`src/rtl/fp_classify_pipe_if.sv`:
```
// Handshake bundle for fp_classify_pipe: operand stream in, fclass masks and NaN flags out.
// slave = classifier side, master = producer/consumer side.
interface fp_classify_pipe_if #(
  parameter int LANES = 4,
  parameter int FP_W  = 32
);
  logic                   in_valid;
  logic                   in_ready;
  logic [LANES*FP_W-1:0]  in_data;
  logic [LANES-1:0]       in_lane_en;
  logic                   out_valid;
  logic                   out_ready;
  logic [LANES*10-1:0]    out_class;
  logic                   out_any_nan;
  logic                   out_any_snan;

  modport slave (
    input  in_valid, in_data, in_lane_en, out_ready,
    output in_ready, out_valid, out_class, out_any_nan, out_any_snan
  );

  modport master (
    output in_valid, in_data, in_lane_en, out_ready,
    input  in_ready, out_valid, out_class, out_any_nan, out_any_snan
  );
endinterface

```
`src/rtl/fp_classify_pipe.sv`:
```
// Multi-lane IEEE-754 fclass with a 2-entry output skid FIFO.
// Define FP_CLASSIFY_PIPE_CNT_EN to add saturating NaN/sNaN lane counters.

module fp_class_lane #(
  parameter int SIGN_W = 1,
  parameter int EXPO_W = 8,
  parameter int MANT_W = 23
) (
  input  logic [SIGN_W+EXPO_W+MANT_W-1:0] fp,
  input  logic                            en,
  output logic [9:0]                      cls
);
  localparam int FP_W = SIGN_W + EXPO_W + MANT_W;

  logic              sign;
  logic [EXPO_W-1:0] expo;
  logic [MANT_W-1:0] mant;
  logic expo_max, expo_zero, mant_zero;
  logic is_nan, is_inf, is_zero, is_sub, is_norm;

  // Sign is the MSB of the sign field, which is also the MSB of the word.
  assign sign = fp[FP_W-1];
  assign expo = fp[MANT_W +: EXPO_W];
  assign mant = fp[MANT_W-1:0];

  assign expo_max  = &expo;
  assign expo_zero = ~|expo;
  assign mant_zero = ~|mant;

  assign is_nan  = expo_max  & ~mant_zero;
  assign is_inf  = expo_max  &  mant_zero;
  assign is_zero = expo_zero &  mant_zero;
  assign is_sub  = expo_zero & ~mant_zero;
  assign is_norm = ~expo_max & ~expo_zero;

  assign cls = en ? {is_nan & mant[MANT_W-1], is_nan & ~mant[MANT_W-1],
                     is_inf & ~sign, is_norm & ~sign, is_sub & ~sign, is_zero & ~sign,
                     is_zero & sign, is_sub & sign, is_norm & sign, is_inf & sign}
                  : 10'b0;
endmodule

module fp_classify_pipe #(
  parameter int SIGN_W = 1,
  parameter int EXPO_W = 8,
  parameter int MANT_W = 23,
  parameter int LANES  = 4,
  parameter int CNT_W  = 16
) (
  input  logic                  clk,
  input  logic                  rst_n,
  fp_classify_pipe_if.slave     bus
`ifdef FP_CLASSIFY_PIPE_CNT_EN
  ,
  input  logic                  cnt_clr,
  output logic [CNT_W-1:0]      cnt_nan,
  output logic [CNT_W-1:0]      cnt_snan
`endif
);
  localparam int FP_W = SIGN_W + EXPO_W + MANT_W;

  typedef struct packed {
    logic [LANES-1:0][9:0] cls;
    logic                  any_nan;
    logic                  any_snan;
  } entry_t;

  logic [LANES-1:0][FP_W-1:0] lane_data;
  logic [LANES-1:0][9:0]      new_cls;
  entry_t                     new_entry;

  assign lane_data = bus.in_data;

  fp_class_lane #(.SIGN_W(SIGN_W), .EXPO_W(EXPO_W), .MANT_W(MANT_W)) u_lane [LANES-1:0] (
    .fp  (lane_data),
    .en  (bus.in_lane_en),
    .cls (new_cls)
  );

  // Disabled lanes already produce a zero mask, so flags need no extra gating.
  always_comb begin
    new_entry          = '0;
    new_entry.cls      = new_cls;
    for (int i = 0; i < LANES; i++) begin
      new_entry.any_nan  = new_entry.any_nan  | new_cls[i][8] | new_cls[i][9];
      new_entry.any_snan = new_entry.any_snan | new_cls[i][8];
    end
  end

  entry_t     mem [2];
  logic       rd_ptr, wr_ptr;
  logic [1:0] occ, occ_nxt;
  logic       in_ready_q;
  logic       in_fire, out_fire;

  assign in_fire  = bus.in_valid & in_ready_q;
  assign out_fire = (occ != 2'd0) & bus.out_ready;

  always_comb begin
    occ_nxt = occ;
    if (in_fire && !out_fire)      occ_nxt = occ + 2'd1;
    else if (!in_fire && out_fire) occ_nxt = occ - 2'd1;
  end

  // in_ready comes from next occupancy only, so out_ready never reaches it combinationally.
  always_ff @(posedge clk) begin
    if (!rst_n) begin
      for (int k = 0; k < 2; k++) mem[k] <= '0;
      rd_ptr     <= 1'b0;
      wr_ptr     <= 1'b0;
      occ        <= 2'd0;
      in_ready_q <= 1'b0;
    end else begin
      if (in_fire) begin
        mem[wr_ptr] <= new_entry;
        wr_ptr      <= ~wr_ptr;
      end
      if (out_fire) rd_ptr <= ~rd_ptr;
      occ        <= occ_nxt;
      in_ready_q <= (occ_nxt != 2'd2);
    end
  end

  assign bus.in_ready     = in_ready_q;
  assign bus.out_valid    = (occ != 2'd0);
  assign bus.out_class    = mem[rd_ptr].cls;
  assign bus.out_any_nan  = mem[rd_ptr].any_nan;
  assign bus.out_any_snan = mem[rd_ptr].any_snan;

`ifdef FP_CLASSIFY_PIPE_CNT_EN
  localparam int PC_W  = $clog2(LANES + 1);
  localparam int SUM_W = ((CNT_W > PC_W) ? CNT_W : PC_W) + 1;

  logic [PC_W-1:0]  nan_pop, snan_pop;
  logic [SUM_W-1:0] nan_sum, snan_sum;
  logic [CNT_W-1:0] nan_sat, snan_sat;

  always_comb begin
    nan_pop  = '0;
    snan_pop = '0;
    for (int i = 0; i < LANES; i++) begin
      nan_pop  = nan_pop  + PC_W'(new_cls[i][8] | new_cls[i][9]);
      snan_pop = snan_pop + PC_W'(new_cls[i][8]);
    end
  end

  assign nan_sum  = SUM_W'(cnt_nan)  + SUM_W'(nan_pop);
  assign snan_sum = SUM_W'(cnt_snan) + SUM_W'(snan_pop);
  assign nan_sat  = (nan_sum  > SUM_W'({CNT_W{1'b1}})) ? {CNT_W{1'b1}} : nan_sum[CNT_W-1:0];
  assign snan_sat = (snan_sum > SUM_W'({CNT_W{1'b1}})) ? {CNT_W{1'b1}} : snan_sum[CNT_W-1:0];

  always_ff @(posedge clk) begin
    if (!rst_n || cnt_clr) begin
      cnt_nan  <= '0;
      cnt_snan <= '0;
    end else if (in_fire) begin
      cnt_nan  <= nan_sat;
      cnt_snan <= snan_sat;
    end
  end
`endif
endmodule

```
`src/flat_wrapper.sv`:
```
// flat-port wrapper written by rule: the top's interface ports become plain ports
module fp_classify_pipe_flat 
#(
  parameter int SIGN_W = 1,
  parameter int EXPO_W = 8,
  parameter int MANT_W = 23,
  parameter int LANES  = 4,
  parameter int CNT_W  = 16
)
  (clk, rst_n, bus_in_valid, bus_in_data, bus_in_lane_en, bus_out_ready, bus_in_ready, bus_out_valid, bus_out_class, bus_out_any_nan, bus_out_any_snan);
  fp_classify_pipe_if #(.LANES(LANES), .FP_W((32))) bus_i ();
  input  logic clk;
  input  logic rst_n;
  input wire logic [$bits(bus_i.in_valid)-1:0] bus_in_valid;
  input wire logic [$bits(bus_i.in_data)-1:0] bus_in_data;
  input wire logic [$bits(bus_i.in_lane_en)-1:0] bus_in_lane_en;
  input wire logic [$bits(bus_i.out_ready)-1:0] bus_out_ready;
  output wire logic [$bits(bus_i.in_ready)-1:0] bus_in_ready;
  output wire logic [$bits(bus_i.out_valid)-1:0] bus_out_valid;
  output wire logic [$bits(bus_i.out_class)-1:0] bus_out_class;
  output wire logic [$bits(bus_i.out_any_nan)-1:0] bus_out_any_nan;
  output wire logic [$bits(bus_i.out_any_snan)-1:0] bus_out_any_snan;
  assign bus_i.in_valid = bus_in_valid;
  assign bus_i.in_data = bus_in_data;
  assign bus_i.in_lane_en = bus_in_lane_en;
  assign bus_i.out_ready = bus_out_ready;
  assign bus_in_ready = bus_i.in_ready;
  assign bus_out_valid = bus_i.out_valid;
  assign bus_out_class = bus_i.out_class;
  assign bus_out_any_nan = bus_i.out_any_nan;
  assign bus_out_any_snan = bus_i.out_any_snan;
  fp_classify_pipe #(.SIGN_W(SIGN_W), .EXPO_W(EXPO_W), .MANT_W(MANT_W), .LANES(LANES), .CNT_W(CNT_W)) u_core (.clk(clk), .rst_n(rst_n), .bus(bus_i));
endmodule
```
`config.mk`:
```
export PLATFORM = sky130hd
export DESIGN_NAME = fp_classify_pipe_flat
export DESIGN_NICKNAME = d
export VERILOG_FILES = /design/src/rtl/fp_classify_pipe_if.sv /design/src/rtl/fp_classify_pipe.sv /design/src/flat_wrapper.sv
export SDC_FILE = /design/constraint.sdc
export NUM_CORES = 1
export LEC_CHECK = 0
export CORE_MARGIN = 8
export CORE_UTILIZATION = 47
export CTS_CLUSTER_DIAMETER = 80
export DETAILED_ROUTE_END_ITERATION = 10
export GPL_TIMING_DRIVEN = 0
export PLACE_DENSITY_LB_ADDON = 0.12
export SLEW_MARGIN = 20
export SYNTH_ARGS = -nofsm -noshare
export SYNTH_HDL_FRONTEND = slang
export SYNTH_SLANG_ARGS = --single-unit
```
`constraint.sdc`:
```
create_clock -name clk -period 12.08 [get_ports clk]
set_input_delay 1.208 -clock clk [delete_from_list [all_inputs] [get_ports clk]]
set_output_delay 1.208 -clock clk [all_outputs]
set_load 0.02 [all_outputs]
```
=== Word level (Yosys, flattened, before mapping) ===
Memory sizes are Yosys's and may differ from the RTL's. A register that Yosys moved wholly into a read port is not among the register bits.
Cells that the tools add are included.

* Bits in registers: 5
* Bits in writable memories: 84
* Bits of input ports: 136
* Logic and storage cells: 135
* Memories: 1

{| class="wikitable"
|+ Memories
! memory !! words !! width !! rd ports !! clocked after memory_dff !! wr ports !! line !! source
|-
| u_core.mem || 2 || 42 || 1 || 1 || 2 || fp_classify_pipe.sv:89 || <nowiki>entry_t mem [2];</nowiki>
|}

* Add/sub/neg operators: 2
* Eq/ne operators: 1
* Multiplexer cells: 15
* Bitwise operators: 86
* Reduce and logical (&&, ||, !) cells: 26

{| class="wikitable"
|+ Operators by type and width
! operator !! number
|-
| OR reduction 23 bit || 4
|-
| bitwise AND 1 bit || 62
|-
| 2-to-1 mux 42 bit || 1
|-
| OR reduction 42 bit || 1
|-
| 2-to-1 mux 10 bit || 4
|-
| AND reduction 8 bit || 4
|-
| OR reduction 8 bit || 4
|-
| NOT 1 bit || 14
|-
| logical NOT 1 bit || 10
|-
| OR 1 bit || 10
|-
| 2-to-1 mux 1 bit || 8
|-
| 2-to-1 mux 2 bit || 2
|-
| adder 2 x 1 -> 2 bit (second input constant) || 1
|-
| logical AND 1 bit || 2
|-
| != test 2 bit (second input constant) || 1
|-
| nonzero test 2 bit || 1
|-
| subtractor 2 x 1 -> 2 bit (second input constant) || 1
|}

=== Logic depth before layout (Yosys ltp) ===
* Depth in word-level cells: 13
* Gate-level depth with buffers: 7

=== Modules after synthesis ===
A second synthesis with hierarchy kept.

* Cell total of the unflattened synthesis: 392
* Area, all modules: 4901.0 µm²

{| class="wikitable"
|+ Modules (own cells, without submodules)
! module !! instances !! cells an instance !! area each (µm²) !! seq. area each (µm²)
|-
| fp_classify_pipe || 1 || 264 || 3980.1 || 2642.5
|-
| fp_class_lane || 4 || 32 || 230.2 || 0.0
|}

=== Worst setup path after synthesis ===
Ideal clock, no wire load.

* Path kind: input to register
* Start: input port bus_in_valid
* End: memory u_core.mem[0][0] in the netlist's numbering, enable pin
* Library setup time: 500 ps
* Arrival: 4305 ps
* Required time: 11580 ps
* Path slack: 7276 ps
* Stages: 2
* Cell sequence: nand2_1 > o21ai_0

{| class="wikitable"
|+ RTL lines
! what !! line !! source
|-
| start, declared || flat_wrapper.sv:14 || <nowiki>input wire logic [$bits(bus_i.in_valid)-1:0] bus_in_valid;</nowiki>
|-
| end, declared || fp_classify_pipe.sv:89 ||
|}

==> flow_summary_export.csv <==
group,metric,value,unit
run_status,status,"completed",
critical_path,critical_path_class,"reg2out",
logic_synthesis,netlist_instances,365,
clock_tree,clk_pin_slew,0.08,ns
routing,drtAntennaViolNets,0,
logic_synthesis,synth-compound-area-share,2.57,%
final_layout,drive_gt1_share,14.6,%
clock_tree,root_buffer,"clkbuf_8",
placement,io_buffers,178,
critical_path,crit_chain,"clkbuf_1, buf_2, mux2_2, clkdlybuf4s50_1",
clock_tree,cts-resized-gates,0,
placement,gp_congestion,0.784,
die,ioPinCount,180,
critical_path,slowest_stage,"clkdlybuf4s50_1",
clock_tree,hold_buffers,0,
logic_synthesis,syn_nets,502,
critical_path,max_stage_delay,0.57,ns
logic_synthesis,yosys.area_share.adder,0.289,%
clock_tree,cts_buffers,9,
sta,rsz0062_at_grt,"no",
sta,setup_viol,0,
hold_path,hp-class,"reg2reg",
critical_path,required,10.87,ns
logic_synthesis,synthMuxAreaShare,11.1,%
global_routing,grt_max_degree,25,
logic_synthesis,syn_area_per_cell,11.9,um2
logic_synthesis,yosysTopAreaCell,"edfxtp_1",
clock_tree,ctsLongestPathBuffers,2,
sta,period_share,28.3,%
logic_synthesis,yosys-top-cells-count,"nor2_1 (86), edfxtp_1 (84), mux2_2 (42), nand2_1 (27), nor4_1 (20)",
sta,fmax,293,MHz
routing,vias_per_cell,5.42,
logic_synthesis,synth_simple_gate_area_share,23.1,%
logic_synthesis,ys_async_sr_fraction,0,%
routing,wire_per_inst,17.4,um
clock_tree,cts_tree,"yes",
logic_synthesis,yosys.area_share.xor_xnor,0.606,%
routing,drtPass1Iterations,4,
die,dieArea,12600,um2
die,die_h,112,um
sta,fin_worst_skew,0.00428,ns
global_routing,grt_pass1_wl,18.7,mm
logic_synthesis,netlist_top_cells_area,"edfxtp_1 (58%), mux2_2 (11%), nor2_1 (7.4%), nor4_1 (2.9%), dfxtp_1 (2.8%)",
logic_synthesis,ys_ff_latch,90,
global_routing,grt_usage,18.5,%
logic_synthesis,ys.flop_type,"edfxtp_1",
final_layout,syn_to_final_growth,50.4,%
sta,layout_min_cycle_time,3.42,ns
power_and_ir_drop,power.density,133,nW/um2
clock_tree,cts.sinks,90,
global_routing,antenna_found_initial,0,
routing,vias,3642,
logic_synthesis,synth-seq-area-share,61.0,%
critical_path,start_kind,"flop",
routing,routed_wl,11.7,mm
final_layout,num-nets-final,694,
critical_path,path_max_fanout,10,
logic_synthesis,synth_top_family_by_area,"simple AND/OR/NAND/NOR gates",
die,core-area,9110,um2
logic_synthesis,synth_area,4330,um2
clock_tree,cts_setup_buffers,0,
placement,dp_hpwl,9.34,mm
clock_tree,htreeDepth,3,
logic_synthesis,yosysMostFrequentCell,"nor2_1",
power_and_ir_drop,vdd_drop_max,0.0976,mV
die,die_w,112,um
critical_path,endpoint_kind,"output pin",
die,row_count,35,
sta,fin_tns_setup,0,ns
final_layout,num_antenna_cells,0,
job,drv_cap,0,
global_routing,gr-total-overflow,0,
clock_tree,clock_latency,0.34,ns
power_and_ir_drop,power,0.866,mW
die,start_util,47.6,%
routing,drt_iter0_drc,155,
logic_synthesis,synth-edff-count,84,
sta,slew_viol_final,0,
sta,relSlewSlack,64.2,%
logic_synthesis,ys_types,33,
logic_synthesis,ys_warn_count,0,
routing,drc,0,
power_and_ir_drop,p_leak,2.22,nW
sta,finalHoldViolations,0,
sta,tightest_slew,0.536,ns
global_routing,grt_pass1_vias,3948,
logic_synthesis,synth_top_area_share,58.2,%
critical_path,cp.arrival,2.21,ns
## layout by cell type, fill, tap and decap left out, types with 2 or more instances in the layout
| cell | n |
|---|---|
| a21oi_1 | 2 |
| nand3_1 | 18 |
| clkbuf_1 | 3 |
| nor4_2 | 8 |
| dfxtp_1 | 6 |
| buf_16 | 2 |
| mux2_2 | 42 |
| buf_2 | 5 |
| nor2b_1 | 5 |
| nand4_1 | 13 |
| xnor2_1 | 2 |
| nor2_2 | 2 |
| nor4_1 | 20 |
| clkdlybuf4s50_1 | 178 |
| clkbuf_8 | 9 |
| inv_1 | 7 |
| clkinv_1 | 3 |
| and2_1 | 6 |
| or2_2 | 4 |
| nor3_1 | 6 |
| nor2_1 | 86 |
| o21ai_0 | 4 |
| edfxtp_1 | 84 |
| nand2_1 | 26 |
| o2111ai_2 | 3 |
## per-stage QoR
stage / hold slack [ns] / util [%] / setup slack, ns / std cells / cell area, um2
floorplan: 0.505 / - / 7.28 / 365 / 4330
global placement: 0.524 / 68.7 / 5.00 / 654 / 6250
CTS: 0.547 / 71.6 / 8.66 / 672 / 6520
finish: 0.544 / 71.6 / 8.66 / 672 / 6520
global route: 0.590 / 71.6 / 8.58 / 672 / 6520
detailed placement: 0.528 / 69.6 / 8.69 / 657 / 6340
## logic make-up after synthesis
| kind of cell | after synthesis |
|---|---|
| AOI/OAI and AO/OA | 13 |
| xor gates and xnor gates | 3 |
| adders and majority gates | 1 |
| buffers and inverters | 14 |
| DFF | 90 |
| muxes | 43 |
| and+or+nand+nor | 201 |
## layout make-up
type                    count  area, um2
fillers                   669       2590
well taps                 111        139
multi-input cells         261       1650
flip-flops and latches     90       2640
plain buffers               7       32.5
repair buffers            181       1860
clock buffers              10        128
inverters                   7       26.3
clock inverters             5       46.3
## metal layers
layer / global-route usage, % / wire length [um] / up-vias
met3: 5.31 / 853 / 13
li1: - / - / 1745
met5: 0 / 0 / -
met1: 20.7 / 4560 / 1745
met2: 33.3 / 6090 / 139
met4: 6.21 / 171 / 0
## power breakdown
group / leakage (nW) / switching [mW] / internal (mW) / total [mW]
combinational: 1.20 / 0.139 / 0.161 / 0.301
clock: 0.0886 / 0.0950 / 0.0923 / 0.187
sequential: 0.929 / 0.00938 / 0.369 / 0.378
total: 2.22 / 0.244 / 0.622 / 0.866
## worst max-delay path, delay by kind of cell (launching register included)
| kind | cells | cell delay [ns] |
|---|---|---|
| buffers and inverters | 3 | 1.18 |
| flip-flops | 1 | 0.31 |
| multiplexers | 1 | 0.37 |
## final timing paths
kind	start	to	slack, ns	depth (start not counted)
max	flop	bus_out_any_nan	8.66	4
min	u_core.occ[0]	u_core.bus.in_ready	0.54	1
max reg2reg	u_core.wr_ptr	u_core.mem[1][17]	9.96	3
min reg2reg	u_core.occ[0]	u_core.bus.in_ready	0.54	1
## state kept, by name, indices dropped and copies added, names as in the netlist, named ones only
register / cells
u_core.mem: 84
u_core.occ: 2
u_core.bus.in_ready: 1
u_core.rd_ptr: 1
u_core.wr_ptr: 1
Power figures use the tool's default switching activity.
